`src/rtl/vreg_pkg.sv`:
```
`default_nettype none
// ============================================================================
// Module  : vreg_pkg
// Brief   : Shared widths and types for the vector register access controller.
// Revision: 1.0 - initial release
// ============================================================================
package vreg_pkg;

  localparam int ADDR_W    = 3;
  localparam int DATA_W    = 64;
  localparam int NUM_VREGS = 8;

  typedef logic [ADDR_W-1:0] vaddr_t;
  typedef logic [DATA_W-1:0] vdata_t;

endpackage
`default_nettype wire

```
`src/rtl/rr_arbiter.sv`:
```
`default_nettype none
// ============================================================================
// Module  : rr_arbiter
// Brief   : One-hot grant among eligible requesters. VREG_RR_EN selects a
//           rotating pointer; otherwise fixed priority with index 0 highest.
// Revision: 1.0 - initial release
// ============================================================================
module rr_arbiter #(
  parameter int N = 2
) (
`ifdef VREG_RR_EN
  input  logic         clk,
  input  logic         rst_n,
  input  logic         flush,
`endif
  input  logic [N-1:0] req,
  input  logic [N-1:0] elig,
  output logic [N-1:0] gnt
);

  logic [N-1:0] cand;

  assign cand = req & elig;

`ifdef VREG_RR_EN
  localparam int PTR_W = (N > 1) ? $clog2(N) : 1;

  logic [PTR_W-1:0] ptr_q, ptr_d;
  logic [PTR_W:0]   sum;
  logic [PTR_W-1:0] idx;
  logic             found;

  // Scan from the pointer; the pointer lands just past the winner.
  always_comb begin
    gnt   = '0;
    ptr_d = ptr_q;
    found = 1'b0;
    sum   = '0;
    idx   = '0;
    for (int j = 0; j < N; j++) begin
      sum = {1'b0, ptr_q} + (PTR_W+1)'(j);
      if (sum >= (PTR_W+1)'(N)) begin
        sum = sum - (PTR_W+1)'(N);
      end
      idx = sum[PTR_W-1:0];
      if (!found && cand[idx]) begin
        found    = 1'b1;
        gnt[idx] = 1'b1;
        ptr_d    = (int'(idx) == N-1) ? '0 : idx + 1'b1;
      end
    end
    if (flush) begin
      ptr_d = '0;
    end
  end

  always_ff @(posedge clk or negedge rst_n) begin
    if (!rst_n) begin
      ptr_q <= '0;
    end else begin
      ptr_q <= ptr_d;
    end
  end
`else
  logic found;

  always_comb begin
    gnt   = '0;
    found = 1'b0;
    for (int j = 0; j < N; j++) begin
      if (!found && cand[j]) begin
        found  = 1'b1;
        gnt[j] = 1'b1;
      end
    end
  end
`endif

endmodule
`default_nettype wire

```
`src/rtl/vreg_access_ctrl.sv`:
```
`default_nettype none
// ============================================================================
// Module  : vreg_access_ctrl
// Brief   : Arbitrates the vector register bank write port and read pair,
//           with a pending-write scoreboard. Macro VREG_RR_EN enables
//           round-robin arbitration (fixed priority when undefined).
// Revision: 1.0 - initial release
// ============================================================================
module vreg_access_ctrl #(
  parameter int NW     = 2,
  parameter int NR     = 2,
  parameter int ADDR_W = vreg_pkg::ADDR_W,
  parameter int DATA_W = vreg_pkg::DATA_W
) (
  input  logic                 clk,
  input  logic                 rst_n,
  input  logic                 flush,
  input  logic                 rsv_valid,
  input  logic [ADDR_W-1:0]    rsv_addr,
  output logic                 rsv_ready,
  input  logic [NW-1:0]        wr_req,
  input  logic [NW*ADDR_W-1:0] wr_addr,
  input  logic [NW*DATA_W-1:0] wr_data,
  output logic [NW-1:0]        wr_gnt,
  input  logic [NR-1:0]        rd_req,
  input  logic [NR*ADDR_W-1:0] rd_addr_a,
  input  logic [NR*ADDR_W-1:0] rd_addr_b,
  output logic [NR-1:0]        rd_gnt,
  output logic                 rd_valid,
  output logic [$clog2(NR)-1:0] rd_id,
  output logic [DATA_W-1:0]    rd_vA,
  output logic [DATA_W-1:0]    rd_vB,
  output logic [ADDR_W-1:0]    bank_dir_A,
  output logic [ADDR_W-1:0]    bank_dir_B,
  output logic [ADDR_W-1:0]    bank_dir_esc,
  output logic [DATA_W-1:0]    bank_data,
  output logic                 bank_signal_esc,
  output logic                 bank_signal_read,
  input  logic [DATA_W-1:0]    bank_vA,
  input  logic [DATA_W-1:0]    bank_vB
);

  import vreg_pkg::*;

  localparam int ID_W = $clog2(NR);

  logic [NUM_VREGS-1:0] busy_q, busy_d;
  logic                 rd_valid_q, rd_valid_d;
  logic [ID_W-1:0]      rd_id_q, rd_id_d;
  logic                 active;
  logic [NW-1:0]        wr_elig;
  logic [NR-1:0]        rd_elig;
  logic                 wr_fire;
  logic [ADDR_W-1:0]    wr_addr_sel;
  logic [DATA_W-1:0]    wr_data_sel;
  logic [ADDR_W-1:0]    rd_a_sel, rd_b_sel;
  logic [ID_W-1:0]      rd_id_sel;

  // Grants are suppressed while in reset and during a flush cycle.
  assign active    = rst_n & ~flush;
  assign rsv_ready = ~busy_q[rsv_addr];
  assign wr_elig   = {NW{active}};

  rr_arbiter #(.N(NW)) u_wr_arb (
`ifdef VREG_RR_EN
    .clk   (clk),
    .rst_n (rst_n),
    .flush (flush),
`endif
    .req   (wr_req),
    .elig  (wr_elig),
    .gnt   (wr_gnt)
  );

  always_comb begin
    wr_addr_sel = '0;
    wr_data_sel = '0;
    for (int i = 0; i < NW; i++) begin
      if (wr_gnt[i]) begin
        wr_addr_sel = wr_addr[i*ADDR_W +: ADDR_W];
        wr_data_sel = wr_data[i*DATA_W +: DATA_W];
      end
    end
  end

  assign wr_fire = |wr_gnt;

  // A read touching this cycle's write target waits one cycle for the commit.
  generate
    for (genvar g = 0; g < NR; g++) begin : g_rd_elig
      logic [ADDR_W-1:0] a_addr, b_addr;
      assign a_addr     = rd_addr_a[g*ADDR_W +: ADDR_W];
      assign b_addr     = rd_addr_b[g*ADDR_W +: ADDR_W];
      assign rd_elig[g] = active & ~busy_q[a_addr] & ~busy_q[b_addr]
                        & ~(wr_fire & ((a_addr == wr_addr_sel) | (b_addr == wr_addr_sel)));
    end
  endgenerate

  rr_arbiter #(.N(NR)) u_rd_arb (
`ifdef VREG_RR_EN
    .clk   (clk),
    .rst_n (rst_n),
    .flush (flush),
`endif
    .req   (rd_req),
    .elig  (rd_elig),
    .gnt   (rd_gnt)
  );

  always_comb begin
    rd_a_sel  = '0;
    rd_b_sel  = '0;
    rd_id_sel = '0;
    for (int i = 0; i < NR; i++) begin
      if (rd_gnt[i]) begin
        rd_a_sel  = rd_addr_a[i*ADDR_W +: ADDR_W];
        rd_b_sel  = rd_addr_b[i*ADDR_W +: ADDR_W];
        rd_id_sel = ID_W'(i);
      end
    end
  end

  assign bank_dir_esc     = wr_addr_sel;
  assign bank_data        = wr_data_sel;
  assign bank_signal_esc  = wr_fire;
  assign bank_dir_A       = rd_a_sel;
  assign bank_dir_B       = rd_b_sel;
  assign bank_signal_read = |rd_gnt;

  // Reservation is applied after the write clear so a same-address set wins.
  always_comb begin
    busy_d = busy_q;
    if (wr_fire) begin
      busy_d[wr_addr_sel] = 1'b0;
    end
    if (rsv_valid && rsv_ready) begin
      busy_d[rsv_addr] = 1'b1;
    end
    if (flush) begin
      busy_d = '0;
    end
    rd_valid_d = bank_signal_read;
    rd_id_d    = bank_signal_read ? rd_id_sel : rd_id_q;
  end

  always_ff @(posedge clk or negedge rst_n) begin
    if (!rst_n) begin
      busy_q     <= '0;
      rd_valid_q <= 1'b0;
      rd_id_q    <= '0;
    end else begin
      busy_q     <= busy_d;
      rd_valid_q <= rd_valid_d;
      rd_id_q    <= rd_id_d;
    end
  end

  assign rd_valid = rd_valid_q;
  assign rd_id    = rd_id_q;
  assign rd_vA    = bank_vA;
  assign rd_vB    = bank_vB;

endmodule
`default_nettype wire

```
`config.mk`:
```
export PLATFORM = sky130hd
export DESIGN_NAME = vreg_access_ctrl
export DESIGN_NICKNAME = d
export VERILOG_FILES = /design/src/rtl/vreg_pkg.sv /design/src/rtl/rr_arbiter.sv /design/src/rtl/vreg_access_ctrl.sv
export SDC_FILE = /design/constraint.sdc
export NUM_CORES = 1
export LEC_CHECK = 0
export BUFFER_PORTS_ARGS = -buffer_cell sky130_fd_sc_hd__clkbuf_2
export CAP_MARGIN = 20
export CELL_PAD_IN_SITES_DETAIL_PLACEMENT = 1
export CELL_PAD_IN_SITES_GLOBAL_PLACEMENT = 1
export CORE_AREA = 4 4 188 190
export DETAILED_ROUTE_END_ITERATION = 8
export DIE_AREA = 0 0 192 194
export GPL_ROUTABILITY_DRIVEN = 1
export HOLD_SLACK_MARGIN = 0.02
export PLACE_DENSITY_LB_ADDON = 0.1
export SETUP_SLACK_MARGIN = 0.4
export SYNTH_ARGS = -nofsm -noshare
export SYNTH_HDL_FRONTEND = slang
export SYNTH_HIERARCHICAL = 1
export SYNTH_SLANG_ARGS = --single-unit
```
`constraint.sdc`:
```
create_clock -name clk -period 3.7 [get_ports clk]
set_input_delay 0.925 -clock clk [delete_from_list [all_inputs] [get_ports clk]]
set_output_delay 0.925 -clock clk [all_outputs]
set_load 0.05 [all_outputs]
```
# [Yosys cells after proc, flatten, opt, wreduce, memory -nomap -nowiden]
# Cells that the tools add are included.
[classes] reduce_logical=9 bitwise_logic=24 magnitude_cmp=8 eq_ne=4 n_mux=30
[ops] op="two-way mux 64 bit" n=2
[ops] op="< comparator 3 x 4 -> 1 bit, second input constant" n=6
[ops] op="two-way mux 8 bit" n=3
[ops] op="two-way mux 3 bit" n=6
[ops] op="binary-select mux 1 bit (select 3 bit)" n=5
[ops] op="equality test 3 bit" n=4
[ops] op="two-way mux 1 bit" n=12
[ops] op="bitwise AND 1 bit" n=9
[ops] op="bitwise AND 8 bit" n=1
[ops] op="NOT 1 bit" n=8
[ops] op="NOT 8 bit" n=1
[ops] op="OR 8 bit" n=1
[ops] op="demux 1 bit (select 3 bit)" n=2
[ops] op="greater-or-equal comparator 3 x 1 -> 1 bit, second input constant" n=2
[ops] op="logical AND 1 bit" n=5
[ops] op="bitwise AND 2 bit" n=2
[ops] op="OR reduction 2 bit" n=2
[ops] op="zero test 1 bit" n=2
[ops] op="OR 1 bit" n=2
[totals] register_bits=10 out_inout_bits=210

# [Longest topological paths before layout]
# Gate-level depths: netlist (run 1).
[depth] word_depth=19 mapped_depth=14 depth_no_buf=12

# [Modules after synthesis]
# The synthesis (run 1) kept the hierarchy.
[by_module_without_submodules] mod="vreg_access_ctrl" n_inst=1 cells_each=355 area_per_inst_um2=2894.0
[by_module_without_submodules] mod="rr_arbiter" n_inst=2 cells_each=3 area_per_inst_um2=18.8

# [Worst setup path after synthesis (run 1)]
# OpenSTA, ideal clock, no wires.
[synth_path] kind="input-to-output" startpoint="input port flush" endpoint="output port bank_dir_A[1]" stages=13 n_path_buf=2 arrival_time_ns=4.381 slack_ns=-1.606 cell_sequence="nand2b_1 -> inv_1 -> and2_4 -> nor2_2 -> nor2b_2 -> buf_2 -> a41oi_1 -> nand4_1 -> a21oi_1 -> and2_4 -> nor2_2 -> clkbuf_1 -> o21ai_0"
[synth_via] elab_chain_cells=19 elab_cells_between_ends=33 cone_classes="eq/ne: 4; mux: 8; bitwise: 16; reduce/logical: 5"
[synth_lines] element="from (decl)" line_no="vreg_access_ctrl.sv:17" source="input logic flush,"
[synth_lines] element="NOT 1 bit *" line_no="vreg_access_ctrl.sv:60" source="assign active = rst_n & ~flush;"
[synth_lines] element="bitwise AND 1 bit *" line_no="vreg_access_ctrl.sv:60"
[synth_lines] element="via active" line_no="vreg_access_ctrl.sv:50" source="logic active;"
[synth_lines] element="bitwise AND 2 bit *" line_no="rr_arbiter.sv:23" source="assign cand = req & elig;"
[synth_lines] element="two-way mux 1 bit *" line_no="rr_arbiter.sv:71" source="if (!found && cand[j]) begin"
[synth_lines] element="via wr_gnt[0]" line_no="vreg_access_ctrl.sv:24" source="output logic [NW-1:0] wr_gnt,"
[synth_lines] element="zero test 1 bit *" line_no="rr_arbiter.sv:71"
[synth_lines] element="logical AND 1 bit *" line_no="rr_arbiter.sv:71"
[synth_lines] element="[... 1 more ...]"
[synth_lines] element="via wr_gnt[1]" line_no="vreg_access_ctrl.sv:24"
[synth_lines] element="[... 6 more ...]"
[synth_lines] element="via rd_elig[0]" line_no="vreg_access_ctrl.sv:52" source="logic [NR-1:0] rd_elig;"
[synth_lines] element="bitwise AND 2 bit *" line_no="rr_arbiter.sv:23"
[synth_lines] element="two-way mux 1 bit *" line_no="rr_arbiter.sv:71"
[synth_lines] element="via rd_gnt[0]" line_no="vreg_access_ctrl.sv:28" source="output logic [NR-1:0] rd_gnt,"
[synth_lines] element="zero test 1 bit *" line_no="rr_arbiter.sv:71"
[synth_lines] element="logical AND 1 bit *" line_no="rr_arbiter.sv:71"
[synth_lines] element="two-way mux 1 bit *" line_no="rr_arbiter.sv:71"
[synth_lines] element="via rd_gnt[1]" line_no="vreg_access_ctrl.sv:28"
[synth_lines] element="two-way mux 3 bit *" line_no="vreg_access_ctrl.sv:115" source="if (rd_gnt[i]) begin"
[synth_lines] element="to (decl)" line_no="vreg_access_ctrl.sv:33" source="output logic [ADDR_W-1:0] bank_dir_A,"
# Mark *: on every way through the listed nets, which the timed path passes. The rest lies on a longest branch.

# [Worst setup path in the final report (run 1)]
[layout_path] startpoint="input port flush" endpoint="output port bank_dir_B[2]"
[layout_via] elab_chain_cells=19 elab_cells_between_ends=33 cone_classes="eq/ne: 4; mux: 8; bitwise: 16; reduce/logical: 5"
[layout_lines] element="NOT 1 bit *" line_no="vreg_access_ctrl.sv:60"
[layout_lines] element="bitwise AND 1 bit *" line_no="vreg_access_ctrl.sv:60"
[layout_lines] element="via active" line_no="vreg_access_ctrl.sv:50"
[layout_lines] element="bitwise AND 2 bit" line_no="rr_arbiter.sv:23"
[layout_lines] element="two-way mux 1 bit" line_no="rr_arbiter.sv:71"
[layout_lines] element="zero test 1 bit" line_no="rr_arbiter.sv:71"
[layout_lines] element="logical AND 1 bit" line_no="rr_arbiter.sv:71"
[layout_lines] element="two-way mux 1 bit" line_no="rr_arbiter.sv:71"
[layout_lines] element="[... 5 more ...]"
[layout_lines] element="bitwise AND 1 bit *" line_no="vreg_access_ctrl.sv:95" source="& ~(wr_fire & ((a_addr == wr_addr_sel) | (b_addr == wr_addr_sel)));"
[layout_lines] element="via rd_elig[0]" line_no="vreg_access_ctrl.sv:52"
[layout_lines] element="bitwise AND 2 bit *" line_no="rr_arbiter.sv:23"
[layout_lines] element="two-way mux 1 bit *" line_no="rr_arbiter.sv:71"
[layout_lines] element="zero test 1 bit" line_no="rr_arbiter.sv:71"
[layout_lines] element="logical AND 1 bit" line_no="rr_arbiter.sv:71"
[layout_lines] element="two-way mux 1 bit" line_no="rr_arbiter.sv:71"
[layout_lines] element="two-way mux 3 bit *" line_no="vreg_access_ctrl.sv:115"
[layout_lines] element="to (decl)" line_no="vreg_access_ctrl.sv:34" source="output logic [ADDR_W-1:0] bank_dir_B,"
# Marked as above.

==> results of run 1 <==
worst max-delay path: stages:
cell                        delay (ns)
sky130_fd_sc_hd__clkbuf_16        0.12
sky130_fd_sc_hd__nand2b_4         0.14
sky130_fd_sc_hd__inv_2            0.07
sky130_fd_sc_hd__and2_4           0.18
sky130_fd_sc_hd__nor2_4           0.07
sky130_fd_sc_hd__buf_6            0.13
sky130_fd_sc_hd__a221o_1          0.29
sky130_fd_sc_hd__a21oi_2          0.13
sky130_fd_sc_hd__and2_4           0.20
sky130_fd_sc_hd__nor2_4           0.07
sky130_fd_sc_hd__buf_12           0.14
sky130_fd_sc_hd__a22o_4           0.25
sky130_fd_sc_hd__clkbuf_16        0.17
path summary, 6_finish.rpt:
check	slack, ns	end	startpoint
worst max-delay path	-0.1	bank_dir_B[2]	flush
worst min-delay path	0.50	rd_id$_DFFE_PN0P_	rd_id$_DFFE_PN0P_
worst max register to register	1.47	rd_valid$_DFF_PN0_	busy_q[5]$_DFF_PN0_
worst min register to register	0.50	rd_id$_DFFE_PN0P_	rd_id$_DFFE_PN0P_
max in group asynchronous	2.86	busy_q[3]$_DFF_PN0_	rst_n
min in group asynchronous	0.68	rd_valid$_DFF_PN0_	rst_n
state kept, by name, summed over array words and instances, names as in the netlist:
| signal | cells |
|---|---|
| busy_q | 8 |
| rd_id | 1 |
| rd_valid | 1 |
synthesized netlist by cell type:
cell type                  instances
sky130_fd_sc_hd__and4_1            1
sky130_fd_sc_hd__a22o_1           68
sky130_fd_sc_hd__o21ai_0           6
sky130_fd_sc_hd__nand2_1          10
sky130_fd_sc_hd__nor4bb_1          2
sky130_fd_sc_hd__mux4_2            8
sky130_fd_sc_hd__a221o_1           2
sky130_fd_sc_hd__nor2_1            5
sky130_fd_sc_hd__o31ai_1           1
sky130_fd_sc_hd__and2_4            2
sky130_fd_sc_hd__inv_2             2
sky130_fd_sc_hd__a41oi_1           2
sky130_fd_sc_hd__nand4_1           6
sky130_fd_sc_hd__nor2_2            2
sky130_fd_sc_hd__o211ai_1          1
sky130_fd_sc_hd__o21ai_1           5
sky130_fd_sc_hd__buf_1             2
sky130_fd_sc_hd__or2_2             2
sky130_fd_sc_hd__buf_4           131
sky130_fd_sc_hd__dfrtp_1          10
sky130_fd_sc_hd__nand2b_1          4
sky130_fd_sc_hd__a21o_1            1
sky130_fd_sc_hd__o311ai_1          3
sky130_fd_sc_hd__clkbuf_1         15
sky130_fd_sc_hd__o22ai_1           2
sky130_fd_sc_hd__nor2b_1           1
sky130_fd_sc_hd__a211o_1           2
sky130_fd_sc_hd__a21oi_1           4
sky130_fd_sc_hd__nor2b_2           1
sky130_fd_sc_hd__inv_1            10
sky130_fd_sc_hd__a22oi_2           2
sky130_fd_sc_hd__mux2i_1           8
sky130_fd_sc_hd__a311o_1           3
sky130_fd_sc_hd__buf_2             9
sky130_fd_sc_hd__a31o_2            2
sky130_fd_sc_hd__xor2_1            2
sky130_fd_sc_hd__xnor2_1          20
sky130_fd_sc_hd__a31o_1            1
sky130_fd_sc_hd__nor3_1            2
sky130_fd_sc_hd__a22oi_1           1
metal layers:
metal  up-vias  wire length (microns)
met5         -                     11
met3        39                   2050
li1       1469                      -
met4         2                    300
met2       214                  10800
met1      1573                   6740
kinds of logic (layout without fill, tap and decap cells):
family                 count (synthesis)  count (layout)
buffers and inverters                169             313
AO/OA/AOI/OAI                        106             106
AND/OR/NAND/NOR                       38              38
XOR/XNOR                              22              22
multiplexers                          16              16
flip-flops                            10              10
other                                  0               2
timing repair:
action	4_1_cts	5_1_grt
buffers inserted	10	3
setup endpoints to repair	77	77
gates cloned	1	4
gates resized for setup	60	57
pin swaps	14	9
cell type report:
class	count	share of cell area, %
Multi-Input combinational cell	182	35.7
Sequential cell	10	3.95
Inverter	12	0.751
Timing Repair Buffer	297	49.3
Clock buffer	4	1.40
Tap cell	448	8.86
Antenna cell	2	0.0791
power breakdown:
part / leakage, nW / total [mW] / switching [mW] / internal (mW)
clock network: 0.0442 / 0.226 / 0.0625 / 0.164
registers: 0.135 / 0.126 / 0.00901 / 0.117
logic: 2.71 / 0.796 / 0.400 / 0.396
total: 2.89 / 1.15 / 0.472 / 0.676
metrics by stage:
step                setup WS (ns)  setup TNS, ns
CTS                       -0.0747          -1.12
finish                    -0.0972         -0.545
detailed placement         -0.295         -10.74
floorplan                  -0.591          -3.98
global route               -0.229          -1.48
global placement           -0.264          -8.25
==> PnR_summary.wiki, run 1 <==
{| class="wikitable"
! Metric !! Value
|-
| Net count of the mapped netlist || 646
|-
| Largest fanout on the critical path || 7
|-
| Placed cell count || 931
|-
| Worst-case clock buffer depth || 2
|-
| Maximum operating frequency || 263 MHz
|-
| Tcrit/Tclk final || 103%
|-
| Pins over their slew limit || 0
|-
| GR Layer Usage met3 || 3.80%
|-
| Mux contribution to synthesized area || 8.88%
|-
| Busiest metal layer after global routing || met2
|-
| Detail-routed net length per standard cell || 20.8 microns
|-
| Compound-gate portion of the synthesized area || 29.9%
|-
| Number of rows created at floorplan || 67
|-
| Post-synthesis instance area || 2930 sq um
|-
| Average instance area after synthesis || 8.12 sq um
|-
| Final core utilization || 18.9%
|-
| Power per cell area || 181 nW/um^2
|-
| Crit. End Element || output port
|-
| CTS tree || yes
|-
| Commonest cells after routing, fill and taps aside || 155 x sky130_fd_sc_hd__clkbuf_2, 74 x sky130_fd_sc_hd__buf_12, 68 x sky130_fd_sc_hd__a22o_4
|-
| Clock latency on the worst-skew pair || 0.25 ns
|-
| Fin cells || 955
|-
| Final Hold Vio Count || 0
|-
| Die Y || 194 microns
|-
| Post-synthesis simple-gate area fraction || 7.34%
|-
| Total non-filler cell area in the finished layout || 6330 sq um
|-
| Dominant combinational cell family by area after synthesis || buffers and inverters
|-
| Initial Util || 8.76%
|-
| Shortest clock period the worst path allows after layout || 3.80 ns
|-
| Storage cell area || 250 sq um
|-
| Number of violations reported at the end of detailed-routing iteration 0 || 70
|-
| Area taken by multi-input logic gates || 2260 sq um
|-
| Synthesized-area fraction occupied by xor and xnor cells || 6.57%
|-
| Most frequent standard cell in the layout excluding fill and tap cells || sky130_fd_sc_hd__clkbuf_2
|-
| Overall die width || 192 microns
|-
| Number of instances in the synthesized netlist || 361
|-
| Worst Skew || 0.00476 ns
|-
| H-tree depth || 1
|-
| Leading post-synthesis cells by cell area || sky130_fd_sc_hd__buf_4 34%, sky130_fd_sc_hd__a22o_1 20%, sky130_fd_sc_hd__dfrtp_1 8.5%, sky130_fd_sc_hd__mux4_2 6.1%, sky130_fd_sc_hd__xnor2_1 6.0%
|-
| GR Overflow Total || 0
|-
| Startpoint type of the worst setup path || primary input
|-
| Placed Area || 5410 sq um
|-
| Number of filler cells placed in the layout || 3,804
|-
| Die Area || 37,200 sq um
|-
| Clock sink count || 10
|-
| Outcome || finished with violations
|-
| Layout net count || 791
|-
| Global-route wire length before repair || 26.6 mm
|-
| WP data arrival || 2.87 ns
|-
| GRT met2 Usage || 18.0%
|-
| Number of endpoints failing setup at the final stage || 7
|-
| Count of different cell masters after synthesis || 40
|-
| Number of global-route vias before repair || 3,749
|-
| Antenna violation net count after detailed routing || 0
|-
| Cell count of the worst reg-to-reg path || 8
|-
| Proportion of synthesized chip area in sequential cells || 8.54%
|-
| Leak Pwr || 2.89 nW
|-
| Global Route Usage Sum || 9.49%
|-
| Synth area leader || sky130_fd_sc_hd__buf_4
|-
| Layout cells sized above 1 || 81.2%
|-
| HPWL Detailed || 16.7 mm
|-
| Maxcap violations || 0
|-
| Count of buffers from port buffering || 238
|-
| Worst Max-Slew Pin Slew || 0.455 ns
|-
| Number of remaining DRC errors || 0
|-
| Final setup margin || -0.0972 ns
|-
| Final RePlAce weighted congestion || 0.732
|-
| Setup Crit Path Kind || in2out
|-
| Portion of synthesized cell area occupied by the leading cell type || 33.5%
|-
| Post-CTS Hold Fix Bufs || 0
|-
| Clock-pin slew reported for the worst setup and hold paths after clock tree synthesis || 0.05 ns
|-
| I/O pin total || 495
|-
| Number of synthesized register bits || 10
|-
| Design Power || 1.15 mW
|-
| Slew headroom || 69.6%
|-
| Core area || 33,400 sq um
|-
| Synth-to-layout area growth || 116%
|-
| Largest voltage drop on the vdd net || 0.109 mV
|-
| Vias || 3,297
|-
| Number of cells traversed by the worst hold path || 1
|-
| Maximum number of pins on one net before global-route repair || 57
|-
| Failing checks || setup timing
|-
| Req. time, crit path || 2.77 ns
|-
| Total wire length || 19.9 mm
|-
| Class of the tightest hold or removal check || reg2reg
|-
| Final Hold Slack || 0.500 ns
|-
| Synth warnings || 6
|-
| Number of buffers inserted during clock tree synthesis || 3
|-
| Setup repair after global routing missed its margin || yes
|-
| Adder and majority gate portion of the synthesized area || 0%
|-
| CTS root buf || sky130_fd_sc_hd__clkbuf_16
|-
| Count of TritonRoute iterations in the first routing pass || 4
|-
| Met1 routing resource usage after global routing || 9.56%
|-
| Post-detailed-route via-to-cell ratio || 3.45
|-
| Initial antenna violation count || 3
|}
(Power assumes the default switching activity.)
==> run 2, diff against run 1 <==
--- a/config.mk
+++ b/config.mk
@@ -5,18 +5,18 @@
 export SDC_FILE = /design/constraint.sdc
 export NUM_CORES = 1
 export LEC_CHECK = 0
+export ABC_AREA = 0
 export BUFFER_PORTS_ARGS = -buffer_cell sky130_fd_sc_hd__clkbuf_2
 export CAP_MARGIN = 20
 export CELL_PAD_IN_SITES_DETAIL_PLACEMENT = 1
 export CELL_PAD_IN_SITES_GLOBAL_PLACEMENT = 1
-export CORE_AREA = 4 4 188 190
+export CORE_AREA = 4 4 191 193
 export DETAILED_ROUTE_END_ITERATION = 8
-export DIE_AREA = 0 0 192 194
+export DIE_AREA = 0 0 195 197
 export GPL_ROUTABILITY_DRIVEN = 1
 export HOLD_SLACK_MARGIN = 0.02
 export PLACE_DENSITY_LB_ADDON = 0.1
 export SETUP_SLACK_MARGIN = 0.4
 export SYNTH_ARGS = -nofsm -noshare
 export SYNTH_HDL_FRONTEND = slang
-export SYNTH_HIERARCHICAL = 1
 export SYNTH_SLANG_ARGS = --single-unit
==> run 2 against run 1 <==
Compared with the run above:
- combinational power shrank 21%
- core utilization shrank 3.1 points
- fmax grew 1.4%
- the run still ends with setup timing left
- register-to-register slack lost 0.03 ns
- routed wire length grew 5.4%
- synthesized cell count shrank 3.0%
- first-iteration DRC count grew 54%
- cell count shrank 0.21%
- worst hold slack gained 0.059 ns
- sequential share of layout area grew 0.62 points
- clock power shrank 2%
==> PnR_summary.wiki, run 2 <==
{| class="wikitable"
! Metric !! Value
|-
| Initial Util || 8.20% (was 8.76%)
|-
| Leak Pwr || 2.43 nW (was 2.89 nW)
|-
| Number of synthesized register bits || 10 (unchanged)
|-
| Setup Crit Path Kind || in2out (unchanged)
|-
| Setup repair after global routing missed its margin || yes (unchanged)
|-
| Synth area leader || sky130_fd_sc_hd__buf_4 (unchanged)
|-
| Startpoint type of the worst setup path || primary input (unchanged)
|-
| Die Y || 197 microns (was 194 microns)
|-
| Final setup margin || -0.0456 ns (was -0.0972 ns)
|-
| Final core utilization || 15.8% (was 18.9%)
|-
| Synthesized-area fraction occupied by xor and xnor cells || 1.55% (was 6.57%)
|-
| Pins over their slew limit || 0 (unchanged)
|-
| WP data arrival || 2.82 ns (was 2.87 ns)
|-
| Mux contribution to synthesized area || 11.8% (was 8.88%)
|-
| Largest reg by FF count || busy_q (unchanged)
|-
| Total non-filler cell area in the finished layout || 5470 sq um (was 6330 sq um)
|-
| Commonest cells after routing, fill and taps aside || 157 x sky130_fd_sc_hd__clkbuf_2, 61 x sky130_fd_sc_hd__buf_12, 50 x sky130_fd_sc_hd__a22o_2 (was 155 x sky130_fd_sc_hd__clkbuf_2, 74 x sky130_fd_sc_hd__buf_12, 68 x sky130_fd_sc_hd__a22o_4)
|-
| GR Overflow Total || 0 (unchanged)
|-
| Power per cell area || 179 nW/um^2 (was 181 nW/um^2)
|-
| Most used standard cell by instance count after synthesis || sky130_fd_sc_hd__buf_4 (unchanged)
|-
| Antenna violation net count after detailed routing || 0 (unchanged)
|-
| EDFF count, synth || 0 (unchanged)
|-
| Largest fanout on the critical path || 4 (was 7)
|-
| Total wire length || 21.0 mm (was 19.9 mm)
|-
| Global-route wire length before repair || 29.0 mm (was 26.6 mm)
|-
| Maximum operating frequency || 267 MHz (was 263 MHz)
|-
| Number of buffers inserted during clock tree synthesis || 3 (unchanged)
|-
| Failing checks || setup timing (unchanged)
|-
| Overall die width || 195 microns (was 192 microns)
|-
| Slowest stage cell, crit path || sky130_fd_sc_hd__a222oi_1 (was sky130_fd_sc_hd__a221o_1)
|-
| Synth warnings || 0 (was 6)
|-
| Fin cells || 953 (was 955)
|-
| Count of different cell masters after synthesis || 47 (was 40)
|-
| Shortest clock period the worst path allows after layout || 3.75 ns (was 3.80 ns)
|-
| Tcrit/Tclk final || 101% (was 103%)
|-
| Count of TritonRoute iterations in the first routing pass || 4 (unchanged)
|-
| Portion of synthesized cell area occupied by the leading cell type || 34.5% (was 33.5%)
|-
| Placed Area || 4880 sq um (was 5410 sq um)
|-
| Worst Max-Slew Pin Slew || 0.541 ns (was 0.455 ns)
|-
| Net count of the mapped netlist || 635 (was 646)
|-
| Most frequent standard cell in the layout excluding fill and tap cells || sky130_fd_sc_hd__clkbuf_2 (unchanged)
|-
| Post-synthesis simple-gate area fraction || 10.6% (was 7.34%)
|-
| Req. time, crit path || 2.77 ns (about the same)
|-
| Number of rows created at floorplan || 68 (was 67)
|-
| Adder and majority gate portion of the synthesized area || 0% (unchanged)
|-
| Worst-case clock buffer depth || 2 (unchanged)
|-
| Number of violations reported at the end of detailed-routing iteration 0 || 108 (was 70)
|-
| Worst slack at placement || -0.306 ns (was -0.295 ns)
|-
| Placed cell count || 931 (unchanged)
|-
| Layout cells sized above 1 || 79.4% (was 81.2%)
|-
| Class of the tightest hold or removal check || reg2reg (unchanged)
|-
| Clock latency on the worst-skew pair || 0.24 ns (was 0.25 ns)
|-
| Vias || 3,218 (was 3,297)
|-
| Die Area || 38,400 sq um (was 37,200 sq um)
|-
| Initial antenna violation count || 5 (was 3)
|-
| Top flip-flop cell by instance count after synthesis || sky130_fd_sc_hd__dfrtp_1 (unchanged)
|-
| CP delay by family, top || buffers and inverters (was compound AO/OA/AOI/OAI gates)
|-
| Number of global-route vias before repair || 3,710 (was 3,749)
|-
| Most used cell along the critical path || sky130_fd_sc_hd__buf_4
|-
| Average instance area after synthesis || 8.09 sq um (was 8.12 sq um)
|-
| Maxcap violations || 0 (unchanged)
|-
| Outcome || finished with violations (unchanged)
|-
| Final Hold Vio Count || 0 (unchanged)
|-
| Crit. End Element || output port (unchanged)
|-
| Post-detailed-route via-to-cell ratio || 3.38 (was 3.45)
|-
| Layout net count || 782 (was 791)
|-
| Slowest cell delay on critical path || 0.39 ns (was 0.29 ns)
|-
| Flip-flop count of the largest register, all copies and words added || 8 (unchanged)
|-
| H-tree depth || 1 (unchanged)
|-
| CTS root buf || sky130_fd_sc_hd__clkbuf_16 (unchanged)
|-
| Slew headroom || 63.5% (was 69.6%)
|-
| Synth async-reset ratio || 100% (unchanged)
|-
| HPWL Detailed || 18.1 mm (was 16.7 mm)
|-
| Leading post-synthesis cells by cell area || sky130_fd_sc_hd__buf_4 34%, sky130_fd_sc_hd__a22o_1 20%, sky130_fd_sc_hd__dfrtp_1 8.8%, sky130_fd_sc_hd__mux4_2 4.0%, sky130_fd_sc_hd__mux4_1 3.7% (was sky130_fd_sc_hd__buf_4 34%, sky130_fd_sc_hd__a22o_1 20%, sky130_fd_sc_hd__dfrtp_1 8.5%, sky130_fd_sc_hd__mux4_2 6.1%, sky130_fd_sc_hd__xnor2_1 6.0%)
|-
| Core area || 34,500 sq um (was 33,400 sq um)
|-
| Dominant combinational cell family by area after synthesis || buffers and inverters (unchanged)
|-
| Number of remaining DRC errors || 0 (unchanged)
|-
| Sum of buffers and inverters on the critical path || 4 (was 5)
|-
| Critical-path cell list || clkbuf_16 > and3b_2 > or3_1 > a222oi_1 > buf_4 > a2111oi_2 > buf_4 > mux2_4 > buf_12 (was clkbuf_16 > nand2b_4 > inv_2 > and2_4 > nor2_4 > buf_6 > a221o_1 > a21oi_2 > and2_4 > nor2_4 > buf_12 > a22o_4 > clkbuf_16)
|-
| Synth-to-layout area growth || 93.3% (was 116%)
|-
| CTS tree || yes (unchanged)
|-
| Largest voltage drop on the vdd net || 0.154 mV (was 0.109 mV)
|-
| Post-synthesis instance area || 2830 sq um (was 2930 sq um)
|-
| Number of instances in the synthesized netlist || 350 (was 361)
|-
| I/O pin total || 495 (unchanged)
|-
| Proportion of synthesized chip area in sequential cells || 8.84% (was 8.54%)
|-
| Number of filler cells placed in the layout || 4,084 (was 3,804)
|-
| Global Route Usage Sum || 10.3% (was 9.49%)
|-
| Number of endpoints failing setup at the final stage || 4 (was 7)
|-
| Final RePlAce weighted congestion || 0.716 (was 0.732)
|-
| Detail-routed net length per standard cell || 22.0 microns (was 20.8 microns)
|-
| Worst Skew || 0.00115 ns (was 0.00476 ns)
|-
| Clock-pin slew reported for the worst setup and hold paths after clock tree synthesis || 0.04 ns (was 0.05 ns)
|-
| Clock sink count || 10 (unchanged)
|-
| Maximum number of pins on one net before global-route repair || 24 (was 57)
|-
| Commonest cells in the synthesized netlist || 130 x sky130_fd_sc_hd__buf_4, 64 x sky130_fd_sc_hd__a22o_1, 14 x sky130_fd_sc_hd__nor2_1, 13 x sky130_fd_sc_hd__inv_1, 12 x sky130_fd_sc_hd__nand2_1 (was 131 x sky130_fd_sc_hd__buf_4, 68 x sky130_fd_sc_hd__a22o_1, 20 x sky130_fd_sc_hd__xnor2_1, 15 x sky130_fd_sc_hd__clkbuf_1)
|-
| Compound-gate portion of the synthesized area || 28.6% (was 29.9%)
|-
| Count of buffers from port buffering || 238 (unchanged)
|-
| Design Power || 0.978 mW (was 1.15 mW)
|}
run 2: changes by cell type in the layout (fill, tap and decap cells not counted), sizes merged, moves of 4 or more:
cell / delta
buf: -19
nor2: +8
clkbuf: +10
nand3: +5
or3: +4
nand4: -4
a22o: -4
xnor2: -15
run 2: worst paths after layout:
kind / startpoint / to / slack [ns] / depth (start not counted)
worst max-delay path: wr_req[1] / bank_dir_B[2] / -0.05 / 9
worst min-delay path: rd_id$_DFFE_PN0P_ / rd_id$_DFFE_PN0P_ / 0.56 / 1
worst max register to register: busy_q[3]$_DFF_PN0_ / rd_valid$_DFF_PN0_ / 1.44 / 10
worst min register to register: rd_id$_DFFE_PN0P_ / rd_id$_DFFE_PN0P_ / 0.56 / 1
max in group asynchronous: rst_n / rd_id$_DFFE_PN0P_ / 2.96 / 2
min in group asynchronous: rst_n / busy_q[3]$_DFF_PN0_ / 0.62 / 2
run 2: through the flow:
step	hold slack [ns]	setup TNS, ns
finish	0.559	-0.0623
global route	0.586	-0.665
CTS	0.572	-0.130
global placement	0.567	-1.54
floorplan	0.517	-0.305
detailed placement	0.562	-2.16
run 2: area by class of cell:
class	count	area, sq um	area share, %
Antenna cell	2	5.00	0.0914
Sequential cell	10	250	4.57
Timing Repair Buffer	289	2750	50.3
Inverter	13	61.3	1.12
Tap cell	455	569	10.4
Clock buffer	4	88.8	1.62
Multi-Input combinational cell	180	1740	31.9
run 2: cell families (layout without fill, tap and decap cells):
family | after synthesis | in the layout
and+or+nand+nor | 57 | 57
muxes | 20 | 20
xor gates and xnor gates | 5 | 5
other | 0 | 2
DFF | 10 | 10
buffers and inverters | 160 | 306
AOI/OAI and AO/OA | 98 | 98
run 2: routing by layer:
layer  global-route usage [%]  vias up  part of all wire (%)
li1                         -     1439                     -
met5                        0        -                  0.13
met1                     12.1     1514                    38
met2                     17.8      211                    51
met4                     2.25        4                   1.8
met3                     4.03       50                   9.1
run 2: power breakdown:
group          internal [mW]  total (mW)  switching, mW
logic                  0.300       0.632          0.331
registers              0.116       0.124        0.00848
clock network          0.163       0.222         0.0591
run 2: what timing repair did:
item	CTS	global route
hold buffers	0	0
gates cloned	2	0
resized for setup	68	15
setup endpoints to repair	69	47
buffers inserted	9	5
pin swaps	10	4
